## src/rtl/dpe_pkg.sv

```systemverilog
// Shared widths, address encodings and beat payload for the DPE datapath.
package dpe_pkg;

    localparam int unsigned DPE_DATA_W = 64;
    localparam int unsigned DPE_KEEP_W = DPE_DATA_W / 8;
    localparam int unsigned DPE_SRC_W  = 3;
    localparam int unsigned DPE_DST_W  = 3;
    localparam int unsigned DPE_PORTS  = 5;

    localparam logic [DPE_DST_W-1:0] DPE_ADDR_CPU   = 3'd0;
    localparam logic [DPE_DST_W-1:0] DPE_ADDR_ETH_1 = 3'd1;
    localparam logic [DPE_DST_W-1:0] DPE_ADDR_ETH_2 = 3'd2;
    localparam logic [DPE_DST_W-1:0] DPE_ADDR_ETH_3 = 3'd3;
    localparam logic [DPE_DST_W-1:0] DPE_ADDR_ETH_4 = 3'd4;
    localparam logic [DPE_DST_W-1:0] DPE_ADDR_BCAST = 3'd7;

    // One stream beat, everything except the handshake.
    typedef struct packed {
        logic [DPE_DATA_W-1:0] tdata;
        logic [DPE_KEEP_W-1:0] tkeep;
        logic                  tlast;
        logic                  tuser_bypass_all;
        logic                  tuser_bypass_stage;
        logic [DPE_SRC_W-1:0]  tuser_src;
        logic [DPE_DST_W-1:0]  tuser_dst;
    } dpe_beat_t;

endpackage

```

## src/rtl/dpe_demultiplexer_if.sv

```systemverilog
// AXI-Stream-like DPE stream; master drives payload and tvalid, slave drives tready.
interface dpe_if;
    import dpe_pkg::*;

    logic                  tvalid;
    logic                  tready;
    logic                  tlast;
    logic [DPE_KEEP_W-1:0] tkeep;
    logic [DPE_DATA_W-1:0] tdata;
    logic                  tuser_bypass_all;
    logic                  tuser_bypass_stage;
    logic [DPE_SRC_W-1:0]  tuser_src;
    logic [DPE_DST_W-1:0]  tuser_dst;

    modport master (
        output tvalid, tlast, tkeep, tdata,
        output tuser_bypass_all, tuser_bypass_stage, tuser_src, tuser_dst,
        input  tready
    );

    modport slave (
        input  tvalid, tlast, tkeep, tdata,
        input  tuser_bypass_all, tuser_bypass_stage, tuser_src, tuser_dst,
        output tready
    );

endinterface

```

## src/rtl/dpe_demultiplexer.sv

```systemverilog
// Egress demultiplexer: steers whole packets to CPU / ETH1..4 (or all, for
// broadcast) through a one-beat holding register with per-port pending bits.
module dpe_demultiplexer
    import dpe_pkg::*;
(
    input  logic   sys_clk,
    input  logic   sys_rst,
    dpe_if.slave   from_dpe,
    dpe_if.master  to_cpu,
    dpe_if.master  to_eth_1,
    dpe_if.master  to_eth_2,
    dpe_if.master  to_eth_3,
    dpe_if.master  to_eth_4
);

    localparam int unsigned NP = DPE_PORTS;

    // Holding register and packet state; port bits ordered {eth_4..eth_1, cpu}
    logic          r_hold_valid;
    logic [NP-1:0] r_pending;
    logic [NP-1:0] r_route;
    logic          r_in_pkt;
    dpe_beat_t     r_beat;

    logic [NP-1:0] w_route_dec;
    logic [NP-1:0] w_route;
    logic [NP-1:0] w_out_ready;
    logic [NP-1:0] w_pending_nxt;
    logic          w_done;
    logic          w_in_ready;
    logic          w_accept;
    dpe_beat_t     w_in_beat;

    // Destination decode; unknown encodings map to an empty mask (drop)
    always_comb begin
        w_route_dec = '0;
        case (from_dpe.tuser_dst)
            DPE_ADDR_CPU:   w_route_dec = 5'b00001;
            DPE_ADDR_ETH_1: w_route_dec = 5'b00010;
            DPE_ADDR_ETH_2: w_route_dec = 5'b00100;
            DPE_ADDR_ETH_3: w_route_dec = 5'b01000;
            DPE_ADDR_ETH_4: w_route_dec = 5'b10000;
            DPE_ADDR_BCAST: w_route_dec = 5'b11111;
            default:        w_route_dec = '0;
        endcase
    end

    // Only the first beat of a packet decides where the whole packet goes
    assign w_route = r_in_pkt ? r_route : w_route_dec;

    assign w_in_beat = {from_dpe.tdata, from_dpe.tkeep, from_dpe.tlast,
                        from_dpe.tuser_bypass_all, from_dpe.tuser_bypass_stage,
                        from_dpe.tuser_src, from_dpe.tuser_dst};

    assign w_out_ready   = {to_eth_4.tready, to_eth_3.tready, to_eth_2.tready,
                            to_eth_1.tready, to_cpu.tready};
    assign w_pending_nxt = r_pending & ~w_out_ready;
    assign w_done        = r_hold_valid && (w_pending_nxt == '0);

    // Ready when empty or when the slowest remaining port takes the beat now
    assign w_in_ready      = !r_hold_valid || w_done;
    assign w_accept        = from_dpe.tvalid && w_in_ready;
    assign from_dpe.tready = w_in_ready;

    // Holding register: reload on accept, otherwise retire ports as they take the beat
    always_ff @(posedge sys_clk) begin
        if (sys_rst) begin
            r_hold_valid <= 1'b0;
            r_pending    <= '0;
            r_route      <= '0;
            r_in_pkt     <= 1'b0;
            r_beat       <= '0;
        end else if (w_accept) begin
            r_hold_valid <= (w_route != '0);
            r_pending    <= w_route;
            r_beat       <= w_in_beat;
            r_in_pkt     <= !from_dpe.tlast;
            if (!r_in_pkt) begin
                r_route <= w_route_dec;
            end
        end else if (r_hold_valid) begin
            r_pending <= w_pending_nxt;
            if (w_done) begin
                r_hold_valid <= 1'b0;
            end
        end
    end

    // Output fan-out straight from the holding register
    assign to_cpu.tvalid             = r_hold_valid & r_pending[0];
    assign to_cpu.tlast              = r_beat.tlast;
    assign to_cpu.tkeep              = r_beat.tkeep;
    assign to_cpu.tdata              = r_beat.tdata;
    assign to_cpu.tuser_bypass_all   = r_beat.tuser_bypass_all;
    assign to_cpu.tuser_bypass_stage = r_beat.tuser_bypass_stage;
    assign to_cpu.tuser_src          = r_beat.tuser_src;
    assign to_cpu.tuser_dst          = r_beat.tuser_dst;

    assign to_eth_1.tvalid             = r_hold_valid & r_pending[1];
    assign to_eth_1.tlast              = r_beat.tlast;
    assign to_eth_1.tkeep              = r_beat.tkeep;
    assign to_eth_1.tdata              = r_beat.tdata;
    assign to_eth_1.tuser_bypass_all   = r_beat.tuser_bypass_all;
    assign to_eth_1.tuser_bypass_stage = r_beat.tuser_bypass_stage;
    assign to_eth_1.tuser_src          = r_beat.tuser_src;
    assign to_eth_1.tuser_dst          = r_beat.tuser_dst;

    assign to_eth_2.tvalid             = r_hold_valid & r_pending[2];
    assign to_eth_2.tlast              = r_beat.tlast;
    assign to_eth_2.tkeep              = r_beat.tkeep;
    assign to_eth_2.tdata              = r_beat.tdata;
    assign to_eth_2.tuser_bypass_all   = r_beat.tuser_bypass_all;
    assign to_eth_2.tuser_bypass_stage = r_beat.tuser_bypass_stage;
    assign to_eth_2.tuser_src          = r_beat.tuser_src;
    assign to_eth_2.tuser_dst          = r_beat.tuser_dst;

    assign to_eth_3.tvalid             = r_hold_valid & r_pending[3];
    assign to_eth_3.tlast              = r_beat.tlast;
    assign to_eth_3.tkeep              = r_beat.tkeep;
    assign to_eth_3.tdata              = r_beat.tdata;
    assign to_eth_3.tuser_bypass_all   = r_beat.tuser_bypass_all;
    assign to_eth_3.tuser_bypass_stage = r_beat.tuser_bypass_stage;
    assign to_eth_3.tuser_src          = r_beat.tuser_src;
    assign to_eth_3.tuser_dst          = r_beat.tuser_dst;

    assign to_eth_4.tvalid             = r_hold_valid & r_pending[4];
    assign to_eth_4.tlast              = r_beat.tlast;
    assign to_eth_4.tkeep              = r_beat.tkeep;
    assign to_eth_4.tdata              = r_beat.tdata;
    assign to_eth_4.tuser_bypass_all   = r_beat.tuser_bypass_all;
    assign to_eth_4.tuser_bypass_stage = r_beat.tuser_bypass_stage;
    assign to_eth_4.tuser_src          = r_beat.tuser_src;
    assign to_eth_4.tuser_dst          = r_beat.tuser_dst;

endmodule

```

## src/flat_wrapper.sv

```systemverilog
// flat-port wrapper written by rule: the top's interface ports become plain ports
module dpe_demultiplexer_flat import dpe_pkg::*;
  (sys_clk, sys_rst, from_dpe_tvalid, from_dpe_tlast, from_dpe_tkeep, from_dpe_tdata, from_dpe_tuser_bypass_all, from_dpe_tuser_bypass_stage, from_dpe_tuser_src, from_dpe_tuser_dst, from_dpe_tready, to_cpu_tvalid, to_cpu_tlast, to_cpu_tkeep, to_cpu_tdata, to_cpu_tuser_bypass_all, to_cpu_tuser_bypass_stage, to_cpu_tuser_src, to_cpu_tuser_dst, to_cpu_tready, to_eth_1_tvalid, to_eth_1_tlast, to_eth_1_tkeep, to_eth_1_tdata, to_eth_1_tuser_bypass_all, to_eth_1_tuser_bypass_stage, to_eth_1_tuser_src, to_eth_1_tuser_dst, to_eth_1_tready, to_eth_2_tvalid, to_eth_2_tlast, to_eth_2_tkeep, to_eth_2_tdata, to_eth_2_tuser_bypass_all, to_eth_2_tuser_bypass_stage, to_eth_2_tuser_src, to_eth_2_tuser_dst, to_eth_2_tready, to_eth_3_tvalid, to_eth_3_tlast, to_eth_3_tkeep, to_eth_3_tdata, to_eth_3_tuser_bypass_all, to_eth_3_tuser_bypass_stage, to_eth_3_tuser_src, to_eth_3_tuser_dst, to_eth_3_tready, to_eth_4_tvalid, to_eth_4_tlast, to_eth_4_tkeep, to_eth_4_tdata, to_eth_4_tuser_bypass_all, to_eth_4_tuser_bypass_stage, to_eth_4_tuser_src, to_eth_4_tuser_dst, to_eth_4_tready);
  dpe_if from_dpe_i ();
  dpe_if to_cpu_i ();
  dpe_if to_eth_1_i ();
  dpe_if to_eth_2_i ();
  dpe_if to_eth_3_i ();
  dpe_if to_eth_4_i ();
  input  logic sys_clk;
  input  logic sys_rst;
  input wire logic [$bits(from_dpe_i.tvalid)-1:0] from_dpe_tvalid;
  input wire logic [$bits(from_dpe_i.tlast)-1:0] from_dpe_tlast;
  input wire logic [$bits(from_dpe_i.tkeep)-1:0] from_dpe_tkeep;
  input wire logic [$bits(from_dpe_i.tdata)-1:0] from_dpe_tdata;
  input wire logic [$bits(from_dpe_i.tuser_bypass_all)-1:0] from_dpe_tuser_bypass_all;
  input wire logic [$bits(from_dpe_i.tuser_bypass_stage)-1:0] from_dpe_tuser_bypass_stage;
  input wire logic [$bits(from_dpe_i.tuser_src)-1:0] from_dpe_tuser_src;
  input wire logic [$bits(from_dpe_i.tuser_dst)-1:0] from_dpe_tuser_dst;
  output wire logic [$bits(from_dpe_i.tready)-1:0] from_dpe_tready;
  output wire logic [$bits(to_cpu_i.tvalid)-1:0] to_cpu_tvalid;
  output wire logic [$bits(to_cpu_i.tlast)-1:0] to_cpu_tlast;
  output wire logic [$bits(to_cpu_i.tkeep)-1:0] to_cpu_tkeep;
  output wire logic [$bits(to_cpu_i.tdata)-1:0] to_cpu_tdata;
  output wire logic [$bits(to_cpu_i.tuser_bypass_all)-1:0] to_cpu_tuser_bypass_all;
  output wire logic [$bits(to_cpu_i.tuser_bypass_stage)-1:0] to_cpu_tuser_bypass_stage;
  output wire logic [$bits(to_cpu_i.tuser_src)-1:0] to_cpu_tuser_src;
  output wire logic [$bits(to_cpu_i.tuser_dst)-1:0] to_cpu_tuser_dst;
  input wire logic [$bits(to_cpu_i.tready)-1:0] to_cpu_tready;
  output wire logic [$bits(to_eth_1_i.tvalid)-1:0] to_eth_1_tvalid;
  output wire logic [$bits(to_eth_1_i.tlast)-1:0] to_eth_1_tlast;
  output wire logic [$bits(to_eth_1_i.tkeep)-1:0] to_eth_1_tkeep;
  output wire logic [$bits(to_eth_1_i.tdata)-1:0] to_eth_1_tdata;
  output wire logic [$bits(to_eth_1_i.tuser_bypass_all)-1:0] to_eth_1_tuser_bypass_all;
  output wire logic [$bits(to_eth_1_i.tuser_bypass_stage)-1:0] to_eth_1_tuser_bypass_stage;
  output wire logic [$bits(to_eth_1_i.tuser_src)-1:0] to_eth_1_tuser_src;
  output wire logic [$bits(to_eth_1_i.tuser_dst)-1:0] to_eth_1_tuser_dst;
  input wire logic [$bits(to_eth_1_i.tready)-1:0] to_eth_1_tready;
  output wire logic [$bits(to_eth_2_i.tvalid)-1:0] to_eth_2_tvalid;
  output wire logic [$bits(to_eth_2_i.tlast)-1:0] to_eth_2_tlast;
  output wire logic [$bits(to_eth_2_i.tkeep)-1:0] to_eth_2_tkeep;
  output wire logic [$bits(to_eth_2_i.tdata)-1:0] to_eth_2_tdata;
  output wire logic [$bits(to_eth_2_i.tuser_bypass_all)-1:0] to_eth_2_tuser_bypass_all;
  output wire logic [$bits(to_eth_2_i.tuser_bypass_stage)-1:0] to_eth_2_tuser_bypass_stage;
  output wire logic [$bits(to_eth_2_i.tuser_src)-1:0] to_eth_2_tuser_src;
  output wire logic [$bits(to_eth_2_i.tuser_dst)-1:0] to_eth_2_tuser_dst;
  input wire logic [$bits(to_eth_2_i.tready)-1:0] to_eth_2_tready;
  output wire logic [$bits(to_eth_3_i.tvalid)-1:0] to_eth_3_tvalid;
  output wire logic [$bits(to_eth_3_i.tlast)-1:0] to_eth_3_tlast;
  output wire logic [$bits(to_eth_3_i.tkeep)-1:0] to_eth_3_tkeep;
  output wire logic [$bits(to_eth_3_i.tdata)-1:0] to_eth_3_tdata;
  output wire logic [$bits(to_eth_3_i.tuser_bypass_all)-1:0] to_eth_3_tuser_bypass_all;
  output wire logic [$bits(to_eth_3_i.tuser_bypass_stage)-1:0] to_eth_3_tuser_bypass_stage;
  output wire logic [$bits(to_eth_3_i.tuser_src)-1:0] to_eth_3_tuser_src;
  output wire logic [$bits(to_eth_3_i.tuser_dst)-1:0] to_eth_3_tuser_dst;
  input wire logic [$bits(to_eth_3_i.tready)-1:0] to_eth_3_tready;
  output wire logic [$bits(to_eth_4_i.tvalid)-1:0] to_eth_4_tvalid;
  output wire logic [$bits(to_eth_4_i.tlast)-1:0] to_eth_4_tlast;
  output wire logic [$bits(to_eth_4_i.tkeep)-1:0] to_eth_4_tkeep;
  output wire logic [$bits(to_eth_4_i.tdata)-1:0] to_eth_4_tdata;
  output wire logic [$bits(to_eth_4_i.tuser_bypass_all)-1:0] to_eth_4_tuser_bypass_all;
  output wire logic [$bits(to_eth_4_i.tuser_bypass_stage)-1:0] to_eth_4_tuser_bypass_stage;
  output wire logic [$bits(to_eth_4_i.tuser_src)-1:0] to_eth_4_tuser_src;
  output wire logic [$bits(to_eth_4_i.tuser_dst)-1:0] to_eth_4_tuser_dst;
  input wire logic [$bits(to_eth_4_i.tready)-1:0] to_eth_4_tready;
  assign from_dpe_i.tvalid = from_dpe_tvalid;
  assign from_dpe_i.tlast = from_dpe_tlast;
  assign from_dpe_i.tkeep = from_dpe_tkeep;
  assign from_dpe_i.tdata = from_dpe_tdata;
  assign from_dpe_i.tuser_bypass_all = from_dpe_tuser_bypass_all;
  assign from_dpe_i.tuser_bypass_stage = from_dpe_tuser_bypass_stage;
  assign from_dpe_i.tuser_src = from_dpe_tuser_src;
  assign from_dpe_i.tuser_dst = from_dpe_tuser_dst;
  assign from_dpe_tready = from_dpe_i.tready;
  assign to_cpu_tvalid = to_cpu_i.tvalid;
  assign to_cpu_tlast = to_cpu_i.tlast;
  assign to_cpu_tkeep = to_cpu_i.tkeep;
  assign to_cpu_tdata = to_cpu_i.tdata;
  assign to_cpu_tuser_bypass_all = to_cpu_i.tuser_bypass_all;
  assign to_cpu_tuser_bypass_stage = to_cpu_i.tuser_bypass_stage;
  assign to_cpu_tuser_src = to_cpu_i.tuser_src;
  assign to_cpu_tuser_dst = to_cpu_i.tuser_dst;
  assign to_cpu_i.tready = to_cpu_tready;
  assign to_eth_1_tvalid = to_eth_1_i.tvalid;
  assign to_eth_1_tlast = to_eth_1_i.tlast;
  assign to_eth_1_tkeep = to_eth_1_i.tkeep;
  assign to_eth_1_tdata = to_eth_1_i.tdata;
  assign to_eth_1_tuser_bypass_all = to_eth_1_i.tuser_bypass_all;
  assign to_eth_1_tuser_bypass_stage = to_eth_1_i.tuser_bypass_stage;
  assign to_eth_1_tuser_src = to_eth_1_i.tuser_src;
  assign to_eth_1_tuser_dst = to_eth_1_i.tuser_dst;
  assign to_eth_1_i.tready = to_eth_1_tready;
  assign to_eth_2_tvalid = to_eth_2_i.tvalid;
  assign to_eth_2_tlast = to_eth_2_i.tlast;
  assign to_eth_2_tkeep = to_eth_2_i.tkeep;
  assign to_eth_2_tdata = to_eth_2_i.tdata;
  assign to_eth_2_tuser_bypass_all = to_eth_2_i.tuser_bypass_all;
  assign to_eth_2_tuser_bypass_stage = to_eth_2_i.tuser_bypass_stage;
  assign to_eth_2_tuser_src = to_eth_2_i.tuser_src;
  assign to_eth_2_tuser_dst = to_eth_2_i.tuser_dst;
  assign to_eth_2_i.tready = to_eth_2_tready;
  assign to_eth_3_tvalid = to_eth_3_i.tvalid;
  assign to_eth_3_tlast = to_eth_3_i.tlast;
  assign to_eth_3_tkeep = to_eth_3_i.tkeep;
  assign to_eth_3_tdata = to_eth_3_i.tdata;
  assign to_eth_3_tuser_bypass_all = to_eth_3_i.tuser_bypass_all;
  assign to_eth_3_tuser_bypass_stage = to_eth_3_i.tuser_bypass_stage;
  assign to_eth_3_tuser_src = to_eth_3_i.tuser_src;
  assign to_eth_3_tuser_dst = to_eth_3_i.tuser_dst;
  assign to_eth_3_i.tready = to_eth_3_tready;
  assign to_eth_4_tvalid = to_eth_4_i.tvalid;
  assign to_eth_4_tlast = to_eth_4_i.tlast;
  assign to_eth_4_tkeep = to_eth_4_i.tkeep;
  assign to_eth_4_tdata = to_eth_4_i.tdata;
  assign to_eth_4_tuser_bypass_all = to_eth_4_i.tuser_bypass_all;
  assign to_eth_4_tuser_bypass_stage = to_eth_4_i.tuser_bypass_stage;
  assign to_eth_4_tuser_src = to_eth_4_i.tuser_src;
  assign to_eth_4_tuser_dst = to_eth_4_i.tuser_dst;
  assign to_eth_4_i.tready = to_eth_4_tready;
  dpe_demultiplexer u_core (.sys_clk(sys_clk), .sys_rst(sys_rst), .from_dpe(from_dpe_i), .to_cpu(to_cpu_i), .to_eth_1(to_eth_1_i), .to_eth_2(to_eth_2_i), .to_eth_3(to_eth_3_i), .to_eth_4(to_eth_4_i));
endmodule
```

## config.mk

```make
export PLATFORM = sky130hd
export DESIGN_NAME = dpe_demultiplexer_flat
export DESIGN_NICKNAME = d
export VERILOG_FILES = /design/src/rtl/dpe_pkg.sv /design/src/rtl/dpe_demultiplexer_if.sv /design/src/rtl/dpe_demultiplexer.sv /design/src/flat_wrapper.sv
export SDC_FILE = /design/constraint.sdc
export NUM_CORES = 1
export LEC_CHECK = 0
export CORE_AREA = 2 2 192 194
export DETAILED_ROUTE_END_ITERATION = 6
export DIE_AREA = 0 0 194 196
export GPL_TIMING_DRIVEN = 0
export PLACE_DENSITY = 0.57
export SYNTH_ARGS = -nofsm -noshare
export SYNTH_HDL_FRONTEND = slang
export SYNTH_SLANG_ARGS = --single-unit
export TNS_END_PERCENT = 50
```

## constraint.sdc

```tcl
create_clock -name sys_clk -period 1.7 [get_ports sys_clk]
set_input_delay 0.17 -clock sys_clk [delete_from_list [all_inputs] [get_ports sys_clk]]
set_output_delay 0.17 -clock sys_clk [all_outputs]
set_load 0.03 [all_outputs]
```

==> results.rst, run 1 <==
.. list-table::
   :header-rows: 1

   * - Metric
     - Value
   * - Result of the run
     - complete, no violations
   * - Critical path's slowest cell
     - sky130_fd_sc_hd__clkdlybuf4s50_1
   * - Clk pin slew, worst setup/hold paths
     - about 0.070 ns
   * - Critical Path Start
     - u_core.to_cpu.tlast
   * - Clock insertion delay at the later pin of the skew report
     - 0.35 ns
   * - Worst R2R Start
     - u_core.r_pending[0]
   * - TritonCTS clock tree
     - yes
   * - Cell leakage power
     - 7.02 nW
   * - Antenna-violating nets left
     - 0
   * - I/O pin cnt
     - 500
   * - Detailed-placement wirelength estimate
     - 19.5 mm
   * - Initial cell density of the core
     - between 10% and 20%
   * - Reg-to-reg critical path endpoint
     - u_core.to_cpu.tkeep[5]
   * - Core Region
     - 36100 um2
   * - Routability congestion estimate from global placement
     - 0.727
   * - Sequential-to-total area share from yosys stat
     - 29.4%
   * - Worst Setup Path Type
     - flop to output port
   * - Die outline width
     - 194 um
   * - Tightest Pin Transition
     - 0.675 ns
   * - Cts repair resizes
     - approximately 400
   * - Via density per instance
     - ~3.5
   * - RSZ-0062 raised after global routing
     - yes
   * - FF+latch count, synth
     - 93
   * - Number of detailed-route iterations in the first pass
     - 4
   * - Number of distinct library cells after synthesis
     - 27
   * - Switching part of the total
     - 41.4%
   * - MaxCap Viol Count
     - 0
   * - Worst Reg2Reg Path Length in Cells
     - 6
   * - IR drop worst, VDD
     - 426 uV
   * - Total power consumption of the routed design
     - roughly 9.9 mW
   * - Maximum number of pins on one net before global-route repair
     - 15
   * - Type of the most critical hold path
     - input pin to flop
   * - Number of global-route vias before repair
     - 5897
   * - Placed instance area
     - 11900 um2
   * - Overall die area
     - 38000 um2
   * - Required time at the endpoint of the critical path
     - between 1.5 and 2 ns
   * - Sort of element at the end of the critical path
     - output port
   * - NetSw
     - 4.12 mW
   * - Startpoint kind of the worst setup timing path
     - flop
   * - Area growth from synthesis to layout
     - 84.0%
   * - Combined global-route utilization of all metal layers
     - 11.9%
   * - Setup violators final
     - 0
   * - Proportion of power drawn by combinational gates
     - about half
   * - Antenna cell count
     - 0
   * - Reg power frac
     - 27.6%
   * - Max Fclk
     - 0.607 GHz
   * - Post-Syn Nets
     - 851
   * - Critical path cell sequence
     - clkdlybuf4s50_1
   * - CTS root buf
     - sky130_fd_sc_hd__clkbuf_16
   * - Cts hold-fix bufs
     - 0
   * - Setup slack of the worst register-to-register path
     - 0.15 ns
   * - Post-synthesis instance total
     - 762
   * - Post-Syn Area
     - 6340 um2
   * - Overflow left after global routing
     - 0
   * - Clk pwr share
     - about a fifth
   * - Fraction of final layout cells sized beyond drive strength 1
     - between 40% and 50%
   * - Period utilisation layout
     - 96.9%
   * - Chip Height
     - 196 um
   * - Slowest Stage Delay on Critical Path
     - 0.71 ns
   * - Worst setup path end
     - to_cpu_tlast
   * - Post-CTS setup buffer count
     - 0
   * - Warnings from Yosys
     - 0
   * - Maximum fanout encountered on the critical timing path
     - 6
   * - Largest buffer count on any clock path
     - 2
   * - Routed via count
     - 6080
   * - Count of final hold-check violations
     - 0
   * - Final count of pins violating max slew
     - 0
   * - H-tree levels
     - 3
   * - Sum of buffers and inverters on the critical path
     - 1
   * - Power density cells
     - about 850 nW/um2
   * - Worst slew slack as a fraction of its limit
     - 55.0%
   * - Final critical path time including I/O delays and setup
     - 1.65 ns
   * - Internal cell power
     - between 5 and 6 mW
   * - Clock tree skew after final layout
     - 0.00809 ns
   * - DRC violation count after routing
     - 0
   * - Crit path depth
     - 1
   * - Final core utilization
     - 32.3%
   * - Wire length of the first global-routing pass
     - approximately 35 mm
   * - Number of nets in the final layout
     - about 1400
   * - Clock sink total
     - between 90 and 100
   * - Routed wire per std cell
     - 13.8 um
   * - Cell family with most CP delay
     - buffers and inverters
   * - Wire length reported by the detailed router
     - 24.1 mm
   * - Clock buffers created by TritonCTS
     - 9
   * - Post-synthesis average cell area
     - 8.32 um2
   * - Number of standard-cell rows in the floorplan
     - 70
   * - Buffers on Ports
     - 499
   * - Iteration-0 DRC Markers
     - 137
   * - Initial antenna violation count
     - 1
   * - Final instance area
     - 11700 um2
   * - Data arrival at the endpoint of the critical path
     - 1.48 ns
worst min path at each step:
stage / startpoint / end / slack, ns / cells after the start
floorplan: sys_rst / u_core.r_hold_valid / 0.24 / 1
global placement: u_core.r_route[1] / u_core.r_route[1] / 0.46 / 2
detailed placement: u_core.r_route[1] / u_core.r_route[1] / 0.47 / 2
CTS: from_dpe_tdata[62] / u_core.to_cpu.tdata[62] / 0.35 / 3
global route: from_dpe_tdata[59] / u_core.to_cpu.tdata[59] / 0.36 / 3
finish: from_dpe_tdata[41] / u_core.to_cpu.tdata[41] / 0.37 / 3
metrics by stage:
step / setup slack [ns] / instances / TNS [ns] / hold slack, ns
2_1_floorplan: 0.207 / 762 / 0 / 0.239
3_3_place_gp: -0.502 / 1729 / -30.93 / 0.460
3_5_place_dp: -0.530 / 1729 / -31.64 / 0.466
4_1_cts: 0.00241 / 1745 / 0 / 0.346
5_1_grt: -0.0422 / 1745 / -0.150 / 0.363
6_report: 0.0527 / 1745 / 0 / 0.366
metal layers:
metal	vias to the layer above	part of all wire, %	GRT usage [%]
met5	-	0	0
met2	270	51	21.9
met1	2703	41	13.5
met4	0	1.3	3.09
met3	16	6.9	3.16
li1	3091	-	-
power by group through the flow:
stage	clock (mW)	combinational [mW]	sequential, mW
floorplan	0	3.15	3.05
global placement	0	5.67	2.80
detailed placement	0	5.69	2.81
CTS	2.15	5.22	2.76
global route	2.23	5.40	2.80
finish	2.05	5.15	2.74
layout make-up:
cell class | instances | area, um2
Fill cell | 3914 | 24400
Timing Repair Buffer | 499 | 4420
Buffer | 355 | 2640
Sequential cell | 93 | 1870
Multi-Input combinational cell | 309 | 1840
Tap cell | 468 | 586
Clock buffer | 14 | 274
Inverter | 5 | 18.8
Clock inverter | 2 | 16.3
cells in the final DEF, fill, tap and decap left out, types with 3 or more instances in the layout:
| cell type | netlist | final |
|---|---|---|
| sky130_fd_sc_hd__buf_4 | 325 | 471 |
| sky130_fd_sc_hd__dlymetal6s2s_1 | 0 | 30 |
| sky130_fd_sc_hd__buf_2 | 4 | 7 |
| sky130_fd_sc_hd__clkbuf_8 | 0 | 3 |
| sky130_fd_sc_hd__clkbuf_16 | 0 | 9 |
| sky130_fd_sc_hd__inv_1 | 4 | 4 |
| sky130_fd_sc_hd__and2_1 | 5 | 5 |
| sky130_fd_sc_hd__dlygate4sd2_1 | 0 | 220 |
| sky130_fd_sc_hd__buf_6 | 8 | 9 |
| sky130_fd_sc_hd__dfxtp_1 | 93 | 86 |
| sky130_fd_sc_hd__mux2i_1 | 91 | 91 |
| sky130_fd_sc_hd__nand2_1 | 180 | 180 |
| sky130_fd_sc_hd__clkdlybuf4s50_1 | 0 | 96 |
| sky130_fd_sc_hd__nand2b_1 | 5 | 5 |
| sky130_fd_sc_hd__clkbuf_1 | 18 | 8 |
| sky130_fd_sc_hd__dfxtp_2 | 0 | 7 |
| sky130_fd_sc_hd__clkdlybuf4s15_2 | 0 | 3 |
| sky130_fd_sc_hd__clkbuf_2 | 0 | 11 |
| sky130_fd_sc_hd__nand3_1 | 7 | 7 |
cell usage after synthesis (all sizes together):
| cell | instances | area [um2] |
|---|---|---|
| clkbuf | 18 | 67.6 |
| a21oi | 2 | 10.0 |
| o21ai | 4 | 20.0 |
| nand2 | 180 | 676 |
| or3 | 2 | 12.5 |
| buf | 337 | 2550 |
| o311ai | 1 | 8.76 |
| o211ai | 2 | 15.0 |
| nand3 | 7 | 35.0 |
| mux2i | 91 | 911 |
| clkinv | 1 | 3.75 |
| a21o | 1 | 7.51 |
| o221ai | 1 | 15.0 |
| inv | 4 | 15.0 |
| nor4b | 1 | 8.76 |
| and2 | 5 | 31.3 |
| xnor2 | 2 | 17.5 |
| or4 | 1 | 7.51 |
| nor2b | 1 | 6.26 |
| xor2 | 1 | 8.76 |
| nand2b | 5 | 31.3 |
| a2bb2oi | 1 | 8.76 |
| a22o | 1 | 8.76 |
| dfxtp | 93 | 1860 |
flip-flops by register name, summed over array words and instances (netlist names):
signal / cells
u_core.to_cpu.tdata: 64
u_core.r_in_pkt: 1
u_core.r_route: 5
u_core.to_cpu.tkeep: 8
u_core.to_cpu.tlast: 1
u_core.r_pending: 5
u_core.to_cpu.tuser_bypass_stage: 1
u_core.to_cpu.tuser_src: 3
u_core.to_cpu.tuser_dst: 3
u_core.to_cpu.tuser_bypass_all: 1
u_core.r_hold_valid: 1
cell families after synthesis:
kind of cell              synth area share [%]
and+or+nand+nor                           12.8
muxes                                     14.4
AOI/OAI and AO/OA                         1.48
buffers and inverters                     41.6
xor gates and xnor gates                 0.415
DFF                                       29.4
No activity file was read; power rests on OpenSTA's default activity.
==> run 2: changes to the inputs <==
- CELL_PAD_IN_SITES_DETAIL_PLACEMENT: not set -> 1
- CELL_PAD_IN_SITES_GLOBAL_PLACEMENT: not set -> 1
- CORE_AREA: 2 2 192 194 -> 2 2 196 198
- CTS_CLUSTER_SIZE: not set -> 10
- DIE_AREA: 0 0 194 196 -> 0 0 198 200
- PLACE_DENSITY: 0.57 -> 0.73
==> run 2 against run 1 <==
Sequential share of layout area hardly changed. Die area is 4.1% higher. Clock skew is 0.00099 ns higher. Non-clock buffer count stayed put. Flip-flop and latch count stayed put. First-iteration DRC count is 41% lower. Worst setup slack worse by 0.0063 ns. Critical endpoint is now to_cpu_tkeep[2]. Largest cell class unchanged. Highest routed layer unchanged.
==> results.rst, run 2 (synthesis results as in run 1) <==
.. list-table::
   :header-rows: 1

   * - Metric
     - Value
   * - Max Fclk
     - 0.605 GHz (was 0.607 GHz)
   * - Antenna-violating nets left
     - 0 (unchanged)
   * - Worst Reg2Reg Path Length in Cells
     - 6 (unchanged)
   * - Cell leakage power
     - 6.95 nW (was 7.02 nW)
   * - Critical path cell sequence
     - clkdlybuf4s50_1 (unchanged)
   * - Clock buffers created by TritonCTS
     - 9 (unchanged)
   * - Sum of buffers and inverters on the critical path
     - 1 (unchanged)
   * - Post-CTS setup buffer count
     - 0 (unchanged)
   * - Depth of the worst hold-timing path
     - 3 (unchanged)
   * - CTS root buf
     - sky130_fd_sc_hd__clkbuf_16 (unchanged)
   * - Tightest Pin Transition
     - 0.639 ns (was 0.675 ns)
   * - Worst slew slack as a fraction of its limit
     - 57.4% (was 55.0%)
   * - Proportion of power drawn by combinational gates
     - 52.0% (was 51.8%)
   * - MaxCap Viol Count
     - 0 (unchanged)
   * - H-tree levels
     - 3 (unchanged)
   * - Commonest non-fill, non-tap cell in the layout
     - sky130_fd_sc_hd__buf_4 (unchanged)
   * - Wire length of the first global-routing pass
     - 37.0 mm (was 35.0 mm)
   * - I/O pin cnt
     - 500 (unchanged)
   * - Routed wire per std cell
     - 14.7 um (was 13.8 um)
   * - Maximum fanout encountered on the critical timing path
     - 6 (unchanged)
   * - Via density per instance
     - 3.54 (was 3.48)
   * - Data arrival at the endpoint of the critical path
     - 1.48 ns (about the same)
   * - Core Region
     - 37400 um2 (was 36100 um2)
   * - Worst Setup Slack, final
     - 0.0464 ns (was 0.0527 ns)
   * - Multi-input gate area
     - 1840 um2 (about the same)
   * - FF+latch area
     - 1870 um2 (unchanged)
   * - Combined global-route utilization of all metal layers
     - 12.3% (was 11.9%)
   * - Clk pin slew, worst setup/hold paths
     - 0.07 ns (about the same)
   * - Fraction of final layout cells sized beyond drive strength 1
     - 40.3% (was 41.0%)
   * - RSZ-0062 raised after global routing
     - no (was yes)
   * - Final-layout setup total negative slack
     - 0 ns (unchanged)
   * - Slowest Stage Delay on Critical Path
     - 0.71 ns (about the same)
   * - Wire length reported by the detailed router
     - 26.3 mm (was 24.1 mm)
   * - Type of the most critical hold path
     - input pin to flop (unchanged)
   * - Maximum number of pins on one net before global-route repair
     - 16 (was 15)
   * - Setup violators final
     - 0 (unchanged)
   * - Routed via count
     - 6326 (was 6080)
   * - Initial cell density of the core
     - 16.9% (was 17.6%)
   * - Number of standard-cell rows in the floorplan
     - 71 (was 70)
   * - TritonCTS clock tree
     - yes (unchanged)
   * - Buffers on Ports
     - 499 (unchanged)
   * - Startpoint kind of the worst setup timing path
     - flop (unchanged)
   * - Clock insertion delay at the later pin of the skew report
     - 0.35 ns (about the same)
   * - Die outline width
     - 198 um (was 194 um)
   * - Cts hold-fix bufs
     - 0 (unchanged)
   * - Final-layout fill cell count
     - 4458 (was 3914)
   * - Cell family with most CP delay
     - buffers and inverters (unchanged)
   * - Required time at the endpoint of the critical path
     - 1.53 ns (about the same)
   * - Final critical path time including I/O delays and setup
     - 1.65 ns (about the same)
   * - Critical path's slowest cell
     - sky130_fd_sc_hd__clkdlybuf4s50_1 (unchanged)
   * - Iteration-0 DRC Markers
     - 81 (was 137)
   * - Clk pwr share
     - 20.4% (was 20.6%)
   * - DRC violation count after routing
     - 0 (unchanged)
   * - Number of global-route vias before repair
     - 6228 (was 5897)
   * - Worst hold slack
     - 0.369 ns (was 0.366 ns)
   * - Switching part of the total
     - 42.1% (was 41.4%)
   * - Clock tree skew after final layout
     - 0.00908 ns (was 0.00809 ns)
   * - Final count of pins violating max slew
     - 0 (unchanged)
   * - Count of final hold-check violations
     - 0 (unchanged)
   * - Chip Height
     - 200 um (was 196 um)
   * - NetSw
     - 4.19 mW (was 4.12 mW)
   * - Worst Setup Path Type
     - flop to output port (unchanged)
   * - Placed instance area
     - 12000 um2 (was 11900 um2)
   * - Overflow left after global routing
     - 0 (unchanged)
   * - Number of detailed-route iterations in the first pass
     - 4 (unchanged)
   * - Number of flip-flops under the largest register name
     - 64 (unchanged)
   * - IR drop worst, VDD
     - 407 uV (was 426 uV)
   * - Period utilisation layout
     - 97.3% (was 96.9%)
   * - Worst setup timing slack at the placement stage
     - -0.630 ns (was -0.530 ns)
   * - Initial antenna violation count
     - 1 (unchanged)
   * - Leading cell types in the layout, fill and taps excluded
     - sky130_fd_sc_hd__buf_4 (457), sky130_fd_sc_hd__dlygate4sd2_1 (243), sky130_fd_sc_hd__nand2_1 (180), sky130_fd_sc_hd__clkdlybuf4s50_1 (96), sky130_fd_sc_hd__mux2i_1 (91) (was sky130_fd_sc_hd__buf_4 (471), sky130_fd_sc_hd__dlygate4sd2_1 (220), sky130_fd_sc_hd__nand2_1 (180), sky130_fd_sc_hd__clkdlybuf4s50_1 (96), sky130_fd_sc_hd__mux2i_1 (91))
   * - Power density cells
     - 851 nW/um2 (was 852 nW/um2)
   * - Result of the run
     - complete, no violations (unchanged)
   * - Routability congestion estimate from global placement
     - 0.734 (was 0.727)
   * - Crit path depth
     - 1 (unchanged)
   * - Sort of element at the end of the critical path
     - output port (unchanged)
   * - Reg power frac
     - 27.6% (about the same)
   * - Final instance area
     - 11700 um2 (about the same)
   * - Detailed-placement wirelength estimate
     - 21.8 mm (was 19.5 mm)
   * - Area growth from synthesis to layout
     - 84.5% (was 84.0%)
   * - Overall die area
     - 39600 um2 (was 38000 um2)
   * - Internal cell power
     - 5.76 mW (was 5.82 mW)
   * - Largest buffer count on any clock path
     - 2 (unchanged)
   * - Number of nets in the final layout
     - 1361 (unchanged)
   * - Clock sink total
     - 93 (unchanged)
-- run 2: stage by stage --
stage	utilization (%)	total power [mW]	cells
floorplan	-	6.21	762
global placement	32.0	8.47	1772
detailed placement	32.0	8.56	1772
CTS	31.1	10.2	1787
global route	31.3	10.5	1787
finish	31.3	9.94	1788
-- run 2: area by class of cell --
class,count,share of cell area (%)
Antenna cell,1,0.0214
Buffer,355,22.6
Clock buffer,11,2.16
Clock inverter,4,0.278
Inverter,5,0.161
Multi-Input combinational cell,309,15.8
Sequential cell,93,16.0
Tap cell,511,5.47
Timing Repair Buffer,499,37.5
-- run 2: power groups by stage --
stage                     Clock, mW  Combinational [mW]  Sequential [mW]
after global routing           2.23                5.44             2.81
after global placement            0                5.68             2.79
after detailed placement          0                5.75             2.81
after CTS                      2.15                5.25             2.77
after floorplan                   0                3.15             3.05
final                          2.02                5.17             2.75
-- run 2: path summary, 6_finish.rpt --
check / from / to / slack (ns)
worst min-delay path: from_dpe_tkeep[5] / u_core.to_cpu.tkeep[5] / 0.37
worst min register to register: u_core.r_route[1] / u_core.r_route[1] / 0.48
worst max-delay path: u_core.to_cpu.tkeep[2] / to_cpu_tkeep[2] / 0.05
worst max register to register: u_core.r_pending[0] / u_core.to_cpu.tdata[28] / 0.16
-- run 2: layer usage --
| layer | wire length [um] | global-route usage, % |
|---|---|---|
| met4 | 210 | 2.45 |
| met3 | 2070 | 3.81 |
| met2 | 13900 | 23.6 |
| met5 | 0 | 0 |
| met1 | 10100 | 13.2 |
-- run 2: what timing repair did --
action | in CTS | in global routing
cloned | 0 | 0
endpoints found under the hold margin | 0 | 0
endpoints found under the setup margin | 437 | 82
gates resized for setup | 412 | 39
-- run 2: worst register-to-register path, stage by stage, from the launching register on --
cell	delay [ns]
sky130_fd_sc_hd__dfxtp_1	0.32
sky130_fd_sc_hd__nand2b_1	0.11
sky130_fd_sc_hd__o221ai_2	0.14
sky130_fd_sc_hd__o21ai_2	0.23
sky130_fd_sc_hd__buf_6	0.23
sky130_fd_sc_hd__buf_6	0.20
sky130_fd_sc_hd__mux2i_1	0.23
